$ cat config.mk
export PLATFORM = sky130hd
export DESIGN_NAME = fetch_queue_unit
export DESIGN_NICKNAME = d
export VERILOG_FILES = /design/src/rtl/fetch_queue_unit_pkg.sv /design/src/rtl/fetch_queue_unit_chk.sv /design/src/rtl/fetch_queue_unit_inst_queue.sv /design/src/rtl/fetch_queue_unit.sv
export SDC_FILE = /design/constraint.sdc
export NUM_CORES = 1
export LEC_CHECK = 0
export BUFFER_PORTS_ARGS = -buffer_cell sky130_fd_sc_hd__buf_2
export CAP_MARGIN = 0
export CORE_MARGIN = 3
export CORE_UTILIZATION = 35
export CTS_CLUSTER_DIAMETER = 60
export DETAILED_ROUTE_END_ITERATION = 12
export PLACE_DENSITY = 0.63
export SLEW_MARGIN = 15
export SYNTH_ARGS = -nofsm -noshare
export SYNTH_HDL_FRONTEND = slang
export SYNTH_HIERARCHICAL = 1
export SYNTH_SLANG_ARGS = --single-unit
export TNS_END_PERCENT = 1
$ cat constraint.sdc
create_clock -name clk -period 8.7 [get_ports clk]
set_clock_uncertainty 0.1 [all_clocks]
set_input_delay 0.435 -clock clk [delete_from_list [all_inputs] [get_ports clk]]
set_output_delay 0.435 -clock clk [all_outputs]
set_load 0.02 [all_outputs]
$ cat src/rtl/fetch_queue_unit_pkg.sv
// Shared definitions for the fetch stage: RISC-V opcodes, FSM states and
// immediate extraction helpers.
package fetch_queue_unit_pkg;

    localparam logic [6:0] JAL_TYPE    = 7'b1101111;
    localparam logic [6:0] BRANCH_TYPE = 7'b1100011;

    typedef enum logic [1:0] {
        IDLE = 2'd0,
        WAIT = 2'd1,
        DROP = 2'd2
    } fetch_state_t;

    function automatic logic [20:0] j_imm(input logic [31:0] inst);
        return {inst[31], inst[19:12], inst[20], inst[30:21], 1'b0};
    endfunction

    function automatic logic [12:0] b_imm(input logic [31:0] inst);
        return {inst[31], inst[7], inst[30:25], inst[11:8], 1'b0};
    endfunction

endpackage

$ cat src/rtl/fetch_queue_unit_chk.sv
// Protocol checker: a response must never be enqueued into a full queue,
// which would mean the slot-reservation rule was broken.
module fetch_queue_unit_chk #(
    parameter int DEPTH = 8,
    parameter int CW    = 4
) (
    input logic          clk,
    input logic          rst,
    input logic          enq,
    input logic [CW-1:0] count
);

    localparam logic [CW-1:0] DEPTH_C = CW'(DEPTH);

    enq_into_full_a: assert property (@(posedge clk) disable iff (rst) !(enq && (count == DEPTH_C)));

endmodule

$ cat src/rtl/fetch_queue_unit_inst_queue.sv
// Synchronous circular FIFO holding {inst, pc, jump} fetch entries.
// Dequeue from an empty queue is ignored; clear empties it in one cycle.
module inst_queue #(
    parameter int DEPTH = 8,
    parameter int W     = 32
) (
    input  logic                     clk,
    input  logic                     rst,
    input  logic                     enq,
    input  logic [W-1:0]             enq_inst,
    input  logic [W-1:0]             enq_pc,
    input  logic                     enq_jump,
    input  logic                     deq,
    input  logic                     clear,
    output logic [$clog2(DEPTH):0]   count,
    output logic [W-1:0]             head_inst,
    output logic [W-1:0]             head_pc,
    output logic                     head_jump
);

    localparam int AW = $clog2(DEPTH);
    localparam int CW = AW + 1;
    localparam logic [AW-1:0] PTR_ONE_C = {{(AW-1){1'b0}}, 1'b1};
    localparam logic [CW-1:0] CNT_ONE_C = {{(CW-1){1'b0}}, 1'b1};

    logic [W-1:0]  inst_mem_r [DEPTH];
    logic [W-1:0]  pc_mem_r   [DEPTH];
    logic          jump_mem_r [DEPTH];
    logic [AW-1:0] wr_ptr_r;
    logic [AW-1:0] rd_ptr_r;
    logic [CW-1:0] count_r;
    logic          deq_fire_s;

    assign deq_fire_s = deq && (count_r != {CW{1'b0}});

    // Pointer and occupancy bookkeeping
    always_ff @(posedge clk) begin
        if (rst || clear) begin
            wr_ptr_r <= {AW{1'b0}};
            rd_ptr_r <= {AW{1'b0}};
            count_r  <= {CW{1'b0}};
        end else begin
            if (enq) wr_ptr_r <= wr_ptr_r + PTR_ONE_C;
            if (deq_fire_s) rd_ptr_r <= rd_ptr_r + PTR_ONE_C;
            case ({enq, deq_fire_s})
                2'b10:   count_r <= count_r + CNT_ONE_C;
                2'b01:   count_r <= count_r - CNT_ONE_C;
                default: count_r <= count_r;
            endcase
        end
    end

    // Entry storage; contents are only observed while the slot is occupied
    always_ff @(posedge clk) begin
        if (enq) begin
            inst_mem_r[wr_ptr_r] <= enq_inst;
            pc_mem_r[wr_ptr_r]   <= enq_pc;
            jump_mem_r[wr_ptr_r] <= enq_jump;
        end
    end

    assign count     = count_r;
    assign head_inst = inst_mem_r[rd_ptr_r];
    assign head_pc   = pc_mem_r[rd_ptr_r];
    assign head_jump = jump_mem_r[rd_ptr_r];

endmodule

$ cat src/rtl/fetch_queue_unit.sv
// Fetch stage: issues one i-cache request at a time, predicts the next PC per
// returned word and buffers fetched words in a queue for the dispatcher.
import fetch_queue_unit_pkg::*;

module fetch_queue_unit #(
    parameter int              IQ_DEPTH = 8,
    parameter int              PC_W     = 32,
    parameter logic [PC_W-1:0] RESET_PC = {PC_W{1'b0}}
) (
    input  logic            clk,
    input  logic            rst,
    input  logic            rdy,
    input  logic            flush,
    input  logic [PC_W-1:0] flush_pc,
    output logic            icache_req,
    output logic [PC_W-1:0] icache_pc,
    input  logic            icache_valid,
    input  logic [PC_W-1:0] icache_inst,
    output logic [PC_W-1:0] pred_pc,
    input  logic            pred_taken,
    input  logic            deq_ready,
    output logic            out_valid,
    output logic [PC_W-1:0] out_inst,
    output logic [PC_W-1:0] out_pc,
    output logic            out_jump
);

    localparam int CW = $clog2(IQ_DEPTH) + 1;
    localparam logic [CW-1:0]   DEPTH_C = CW'(IQ_DEPTH);
    localparam logic [CW-1:0]   ONE_C   = {{(CW-1){1'b0}}, 1'b1};
    localparam logic [PC_W-1:0] STEP_C  = {{(PC_W-3){1'b0}}, 3'b100};

    fetch_state_t    state_r, state_nxt_s;
    logic [PC_W-1:0] pc_r, pc_nxt_s;
    logic [PC_W-1:0] icache_pc_r, icache_pc_nxt_s;
    logic            icache_req_r, icache_req_nxt_s;
    logic [PC_W-1:0] next_pc_s;
    logic            jump_s, enq_s, deq_s, clear_s, out_valid_s;
    logic [CW-1:0]   count_s, count_after_s;
    logic [PC_W-1:0] head_inst_s, head_pc_s;
    logic            head_jump_s;
    logic [20:0]     j_imm_s;
    logic [12:0]     b_imm_s;

    assign j_imm_s       = j_imm(icache_inst[31:0]);
    assign b_imm_s       = b_imm(icache_inst[31:0]);
    assign out_valid_s   = (count_s != {CW{1'b0}});
    assign count_after_s = count_s + ONE_C - {{(CW-1){1'b0}}, deq_s};

    // Next-PC and jump flag for the word currently returned by the cache
    always_comb begin
        next_pc_s = icache_pc_r + STEP_C;
        jump_s    = 1'b0;
        case (icache_inst[6:0])
            JAL_TYPE: begin
                next_pc_s = icache_pc_r + {{(PC_W-21){j_imm_s[20]}}, j_imm_s};
                jump_s    = 1'b1;
            end
            BRANCH_TYPE: begin
                if (pred_taken) begin
                    next_pc_s = icache_pc_r + {{(PC_W-13){b_imm_s[12]}}, b_imm_s};
                    jump_s    = 1'b1;
                end else begin
                    next_pc_s = icache_pc_r + STEP_C;
                    jump_s    = 1'b0;
                end
            end
            default: begin
                next_pc_s = icache_pc_r + STEP_C;
                jump_s    = 1'b0;
            end
        endcase
    end

    // Request FSM with priority rdy-hold > flush > normal fetch
    always_comb begin
        state_nxt_s      = state_r;
        pc_nxt_s         = pc_r;
        icache_pc_nxt_s  = icache_pc_r;
        icache_req_nxt_s = icache_req_r;
        enq_s            = 1'b0;
        deq_s            = 1'b0;
        clear_s          = 1'b0;
        if (!rdy) begin
            state_nxt_s = state_r;
        end else if (flush) begin
            pc_nxt_s         = flush_pc;
            icache_req_nxt_s = 1'b0;
            clear_s          = 1'b1;
            case (state_r)
                // An outstanding request must still be drained unless it lands now
                WAIT:    state_nxt_s = icache_valid ? IDLE : DROP;
                default: state_nxt_s = state_r;
            endcase
        end else begin
            deq_s = out_valid_s && deq_ready;
            case (state_r)
                IDLE: begin
                    if (count_s < DEPTH_C) begin
                        icache_req_nxt_s = 1'b1;
                        icache_pc_nxt_s  = pc_r;
                        state_nxt_s      = WAIT;
                    end else begin
                        state_nxt_s = IDLE;
                    end
                end
                WAIT: begin
                    if (icache_valid) begin
                        enq_s    = 1'b1;
                        pc_nxt_s = next_pc_s;
                        if (count_after_s < DEPTH_C) begin
                            icache_pc_nxt_s = next_pc_s;
                            state_nxt_s     = WAIT;
                        end else begin
                            icache_req_nxt_s = 1'b0;
                            state_nxt_s      = IDLE;
                        end
                    end else begin
                        state_nxt_s = WAIT;
                    end
                end
                DROP: begin
                    if (icache_valid) begin
                        state_nxt_s = IDLE;
                    end else begin
                        state_nxt_s = DROP;
                    end
                end
                default: state_nxt_s = IDLE;
            endcase
        end
    end

    // State, PC and request registers
    always_ff @(posedge clk) begin
        if (rst) begin
            state_r      <= IDLE;
            pc_r         <= RESET_PC;
            icache_pc_r  <= RESET_PC;
            icache_req_r <= 1'b0;
        end else begin
            state_r      <= state_nxt_s;
            pc_r         <= pc_nxt_s;
            icache_pc_r  <= icache_pc_nxt_s;
            icache_req_r <= icache_req_nxt_s;
        end
    end

    inst_queue #(
        .DEPTH (IQ_DEPTH),
        .W     (PC_W)
    ) u_queue (
        .clk       (clk),
        .rst       (rst),
        .enq       (enq_s),
        .enq_inst  (icache_inst),
        .enq_pc    (icache_pc_r),
        .enq_jump  (jump_s),
        .deq       (deq_s),
        .clear     (clear_s),
        .count     (count_s),
        .head_inst (head_inst_s),
        .head_pc   (head_pc_s),
        .head_jump (head_jump_s)
    );

    fetch_queue_unit_chk #(
        .DEPTH (IQ_DEPTH),
        .CW    (CW)
    ) u_chk (
        .clk   (clk),
        .rst   (rst),
        .enq   (enq_s),
        .count (count_s)
    );

    // Head fields read as zero while the queue is empty
    always_comb begin
        if (out_valid_s) begin
            out_inst = head_inst_s;
            out_pc   = head_pc_s;
            out_jump = head_jump_s;
        end else begin
            out_inst = {PC_W{1'b0}};
            out_pc   = {PC_W{1'b0}};
            out_jump = 1'b0;
        end
    end

    assign icache_req = icache_req_r;
    assign icache_pc  = icache_pc_r;
    assign pred_pc    = icache_pc_r;
    assign out_valid  = out_valid_s;

endmodule

Word level (Yosys, flattened, before mapping)
Memory sizes are Yosys's and may differ from the RTL's. A register that Yosys moved wholly into a read port is not among the register bits.
Cells that the tools add are included.
W data, S select, Z words.

word-level totals
  bits in registers = 77
  memory bits (writable) = 520
  input port bits = 71
  output and inout port bits = 131
  word-level logic and storage cells = 91
  memories = 3

cells by class
  $add $sub $neg = 8
  order comparisons = 2
  equal/unequal tests = 13
  multiplexer cells = 43
  bitwise gates (word level) = 1
  reduce and logical (&&, ||, !) cells = 14

memories
  name                words  bits a word  rd ports  clocked after memory_dff  write ports  line                               RTL
  u_queue.inst_mem_r  8      32           1         1                         1            fetch_queue_unit_inst_queue.sv:26  logic [W-1:0] inst_mem_r [DEPTH];
  u_queue.pc_mem_r    8      32           1         1                         1            fetch_queue_unit_inst_queue.sv:27  logic [W-1:0] pc_mem_r [DEPTH];
  u_queue.jump_mem_r  8      1            1         1                         1            fetch_queue_unit_inst_queue.sv:28  logic jump_mem_r [DEPTH];

operators by type and width
  cell                     count
  $mux W32                 9
  $pmux W32 S2             2
  $add A32 B32 Y32         2
  $add A32 B3 Y32 const B  1
  $mux W1                  18
  $mux W3                  6
  $eq A7 B7 Y1 const B     2
  $ne A3 B3 Y1 const B     3
  $lt A4 B4 Y1 const B     2
  $mux W2                  4
  $pmux W4 S2              1
  $reduce_bool A2 Y1       4
  $add A3 B1 Y3 const B    2
  $ne A2 B2 Y1 const B     3
  $pmux W2 S3              1
  $reduce_and A6 Y1        1
  $reduce_and A5 Y1        1
  $add A4 B1 Y4 const B    1
  $eq A2 B1 Y1 const B     2
  $eq A2 B2 Y1 const B     2
  $pmux W1 S2              2
  $reduce_bool A4 Y1       1
  $sub A4 B1 Y4            1
  $sub A4 B1 Y4 const B    1
  8 further kinds          9

Depth between registers and ports, before layout
  depth in word-level cells = 10
  depth in mapped cells = 13
  gate-level depth less buffers = 12

By module
Netlist, hierarchy kept.

modules (own cells, without submodules)
  module            instances  cells each  area each (µm²)  sequential area each (µm²)
  inst_queue        1          824         20133.1          15875.2
  fetch_queue_unit  1          1059        7437.1           1341.3

Worst setup path after synthesis
OpenSTA, ideal clock, no wires.

  kind = flip-flop to flip-flop
  start point = reg state_r[0]
  end point = mem u_queue.inst_mem_r[4][0] (enable)
  library setup time = 0.568 ns
  arrival = 6.076 ns
  data required time = 8.032 ns
  slack = 1.956 ns
  cell stages (with the launch flop) = 8
  path buffers = 2
  period minus slack after synthesis = 6.744 ns
  cells stage by stage = dfxtp_1 -> clkbuf_1 -> nor2b_1 -> nand2_1 -> nor2_1 -> clkbuf_1 -> nand2_1 -> nor3_1

between the ends
  cells in the longest elaborated chain, start to end = 6

RTL lines
  item                           line                               RTL
  start, declared                fetch_queue_unit.sv:33             fetch_state_t state_r, state_nxt_s;
  start signal, assigned         fetch_queue_unit.sv:142            state_r <= state_nxt_s;
  $eq A2 B1 Y1                   fetch_queue_unit.sv:97             case (state_r)
  $mux W1                        fetch_queue_unit.sv:97
  $mux W1                        fetch_queue_unit.sv:86             end else if (flush) begin
  $mux W1                        fetch_queue_unit.sv:84             if (!rdy) begin
  net enq_s                      fetch_queue_unit.sv:38             logic jump_s, enq_s, deq_s, clear_s, out_valid_s;
  $mux W1                        fetch_queue_unit_inst_queue.sv:55  if (enq) begin
  $mux W1 (implied by the code)  fetch_queue_unit_inst_queue.sv:56  inst_mem_r[wr_ptr_r] <= enq_inst;
  end, declared                  fetch_queue_unit_inst_queue.sv:26

The timed path passes the listed nets, and every way through them passes these cells.

==> impl_metrics.env <==
export IMPL_status="complete, no violations"
export IMPL_cts_buffer_depth=3
export IMPL_grt_setup_unrepaired="false"
export IMPL_synth_top_area_share_pct=56.6
export IMPL_syn_area_um2=27600
export IMPL_num_vias=17100
export IMPL_areaGrowthSynthToFinish_pct=14.2
export IMPL_r2r_start="icache_pc[1]$_SDFFE_PP0P_"
export IMPL_drv_cap=0
export IMPL_cpMaxStageDelayCell="dfxtp_4"
export IMPL_arrival_ns=3.78
export IMPL_core_area_um2=77700
export IMPL_setup_viol_count_final=0
export IMPL_final_layout_size_suffix_gt1_share_pct=26.1
export IMPL_cts_buffers_inserted=59
export IMPL_syn_nets=2006
export IMPL_dieWidth_um=287
export IMPL_grt_usage_pct=18.2
export IMPL_path_max_fanout=45
export IMPL_htree_levels=2
export IMPL_cts_num_sinks=600
export IMPL_worstSkewPairLatency_ns=0.63
export IMPL_wire_per_inst_um=24.0
export IMPL_ys_top_cells_by_area="edfxtp_1 57%, mux4_2 11%, dfxtp_1 5.8%"
export IMPL_placed_area_um2=29500
export IMPL_tightest_slew_ns=1.01
export IMPL_grt_pass1_vias=17400
export IMPL_r2r_slack_ns=4.42
export IMPL_synth_distinct_cells=72
export IMPL_io_pins=202
export IMPL_synth_top_area_cell="edfxtp_1"
export IMPL_final_nets=2178
export IMPL_die_y_um=287
export IMPL_final_area_um2=31500
export IMPL_worstSetupStartpointType="flip-flop"
export IMPL_cts_tree="done"
export IMPL_gp_congestion=0.900
export IMPL_synth_edf_count=520
export IMPL_drtAntennaViolNets=0
export IMPL_synth_ff_type="edfxtp_1"
export IMPL_path_depth=5
export IMPL_first_pass_iters=6
export IMPL_worstSetupPathType="flip-flop to output pin"
export IMPL_hp_class="primary input to flip-flop"
export IMPL_grt_start_max_net_pins=67
export IMPL_regArea_um2=17200
export IMPL_clk_pin_slew_ns=0.06
export IMPL_vdd_drop_max_uv=171
export IMPL_cp_cell_sequence="buf_4, mux4_2, mux2_2, nor2b_1, buf_2"
export IMPL_ys_warn_count=6
export IMPL_min_period_ns=4.32
export IMPL_required_ns=8.17
export IMPL_slew_viol_final=0
export IMPL_syn_area_per_cell_um2=14.6
export IMPL_fmax_mhz=232
export IMPL_row_count=102
export IMPL_crit_family="buffers and inverters"
export IMPL_cts_root_buf="clkbuf_16"
export IMPL_viasPerCell=5.45
export IMPL_fillCellCount=7070
export IMPL_io_buffer_count=201
export IMPL_slowest_delay_ns=0.91
export IMPL_synthCells=1883
export IMPL_drt_total_wl_um=75600
export IMPL_grt_pass1_wl_um=113000
export IMPL_postCtsResizedCells=0
export IMPL_grt_ovfl_total=0
export IMPL_fin_crit_sh_pct=49.6
export IMPL_antenna_found_initial=2
export IMPL_die_area_um2=82200
export IMPL_r2r_end="pc_r[21]$_SDFFE_PP0P_"
export IMPL_ys_seq_area_share_pct=62.4
export IMPL_hpwl_um=48200
export IMPL_cp_end_kind="output pin"
export IMPL_max_slew_margin_rel_pct=32.6
export IMPL_dr_first_iter_drc_count=1738
export IMPL_drc=0
export IMPL_async_flop_share_pct=0
export IMPL_cp_num_buf_inv=2
export IMPL_start_util_pct=35.5
export IMPL_tns_ns=0
export IMPL_ys_ff_latch=600
export IMPL_hold_buffers=10
export IMPL_crit_end="out_inst[8]"
export IMPL_dpl_cell_count=3024
export IMPL_p_per_area_nw_per_um2=190
export IMPL_cts_setup_buffers=0
export IMPL_r2r_cells=12
export IMPL_final_cell_count_no_fill=3148
export IMPL_multiInputGateArea_um2=9630
export IMPL_power_leakage_nw=10.4
export IMPL_hold_viol_final=0
[power breakdown]
group | switching (W) | internal (W) | total, W | leakage (nW)
Sequential | 0.0000307 | 0.00313 | 0.00316 | 5.10
Combinational | 0.000222 | 0.000112 | 0.000335 | 4.38
Clock | 0.00106 | 0.00141 | 0.00247 | 0.930
Total | 0.00131 | 0.00466 | 0.00597 | 10.4
[synth_stat cells, types with 12 or more instances]
library cell  instances
a22oi_1              13
clkbuf_1             77
buf_6                12
mux4_2              130
edfxtp_1            520
nor3_1               14
and3_1               17
ha_1                 50
inv_1                22
xor2_1               31
o21ai_1              17
nand4_1              15
nor2b_1              73
o31ai_1              12
nand3_1              25
buf_4                32
nor2_1              130
a21oi_1             117
dfxtp_1              80
a21o_1               35
xnor2_1              38
mux2_2               65
nand2_1             115
o21ai_0              47
[how the worst min path moves through the flow]
stage               slack (ns)                  start  depth (start not counted)                             endpoint
floorplan                 0.33  pc_r[27]$_SDFFE_PP0P_                          2                pc_r[27]$_SDFFE_PP0P_
global placement          0.34  pc_r[27]$_SDFFE_PP0P_                          2                pc_r[27]$_SDFFE_PP0P_
detailed placement        0.34  pc_r[18]$_SDFFE_PP0P_                          2                pc_r[18]$_SDFFE_PP0P_
CTS                      0.005        icache_inst[11]                          1  u_queue/inst_mem_r[7][11]$_DFFE_PP_
global route              0.02        icache_inst[23]                          1  u_queue/inst_mem_r[4][23]$_DFFE_PP_
finish                    0.04        icache_inst[23]                          1  u_queue/inst_mem_r[2][23]$_DFFE_PP_
[state kept, by name (all words and copies together), names as in the netlist, named ones only]
signal,cells
u_queue/rd_ptr_r,3
icache_req,1
u_queue/jump_mem_r,8
u_queue/wr_ptr_r,3
u_queue/pc_mem_r,256
icache_pc,32
state_r,2
u_queue/count,4
u_queue/inst_mem_r,256
pc_r,32
[per-layer routing]
metal	vias up	GRT usage (%)	wire length [um]
li1	7670	-	-
met4	0	5.83	2250
met1	8805	25.2	33100
met3	99	3.54	5140
met5	-	0	0
met2	572	29.0	35000
[worst register-to-register path, delay by kind of cell, from the launching register on]
kind | cells | cell delay (ns)
adder cells (fa/ha/maj) | 2 | 0.75
flip-flops | 1 | 0.49
AO/OA/AOI/OAI | 9 | 2.74
AND/OR/NAND/NOR | 1 | 0.05
[final cells by class]
cell class              instances  share of cell area (%)
flip-flops and latches        600                    54.7
multi-input cells            1127                    30.6
clock buffers                  80                    5.09
repair buffers                244                    4.30
well taps                    1040                    4.13
clock inverters                30                   0.914
inverters                      23                   0.274
diodes                          4                  0.0318
[metrics by stage]
step / utilization [%] / total power [W] / worst slack (ns) / hold WS [ns]
2_1_floorplan: - / 0.00342 / 1.96 / 0.327
3_3_place_gp: 37.9 / 0.00354 / 4.37 / 0.337
3_5_place_dp: 37.9 / 0.00355 / 4.48 / 0.342
4_1_cts: 40.5 / 0.00603 / 4.20 / 0.00510
5_1_grt: 40.5 / 0.00618 / 4.06 / 0.0242
6_report: 40.5 / 0.00597 / 4.38 / 0.0406
[logic make-up after synthesis]
| logic type | share of synthesized area, % |
|---|---|
| muxes | 13.7 |
| AOI/OAI and AO/OA | 8.55 |
| xor gates and xnor gates | 2.19 |
| and+or+nand+nor | 7.82 |
| DFF | 62.4 |
| adders and majority gates | 2.41 |
| buffers and inverters | 2.91 |
[placed cells by master, fill, tap and decap left out, types with 8 or more instances in the layout]
| cell type | Yosys | final |
|---|---|---|
| o211ai_1 | 8 | 8 |
| o21ai_0 | 47 | 46 |
| nor2b_1 | 73 | 72 |
| a21oi_1 | 117 | 117 |
| clkbuf_1 | 77 | 14 |
| nand2b_1 | 11 | 11 |
| nor2_1 | 130 | 123 |
| nor3_1 | 14 | 12 |
| clkinv_1 | 1 | 12 |
| and3_1 | 17 | 17 |
| nand4_1 | 15 | 15 |
| ha_1 | 50 | 50 |
| o221ai_1 | 11 | 11 |
| clkinv_2 | 0 | 8 |
| a22oi_1 | 13 | 13 |
| nand3_1 | 25 | 25 |
| and2_1 | 11 | 11 |
| xor2_1 | 31 | 31 |
| xnor2_1 | 38 | 38 |
| edfxtp_1 | 520 | 520 |
| buf_2 | 5 | 201 |
| o21ai_1 | 17 | 17 |
| a21o_1 | 35 | 35 |
| dlygate4sd3_1 | 0 | 10 |
| mux4_2 | 130 | 130 |
| mux2_2 | 65 | 65 |
| o31ai_1 | 12 | 12 |
| o21bai_1 | 8 | 8 |
| mux2i_1 | 11 | 11 |
| clkbuf_16 | 0 | 60 |
| dfxtp_1 | 80 | 77 |
| nand2_1 | 115 | 115 |
| inv_1 | 22 | 22 |
| buf_4 | 32 | 33 |
Note: power is estimated with default switching activity, not from simulation.
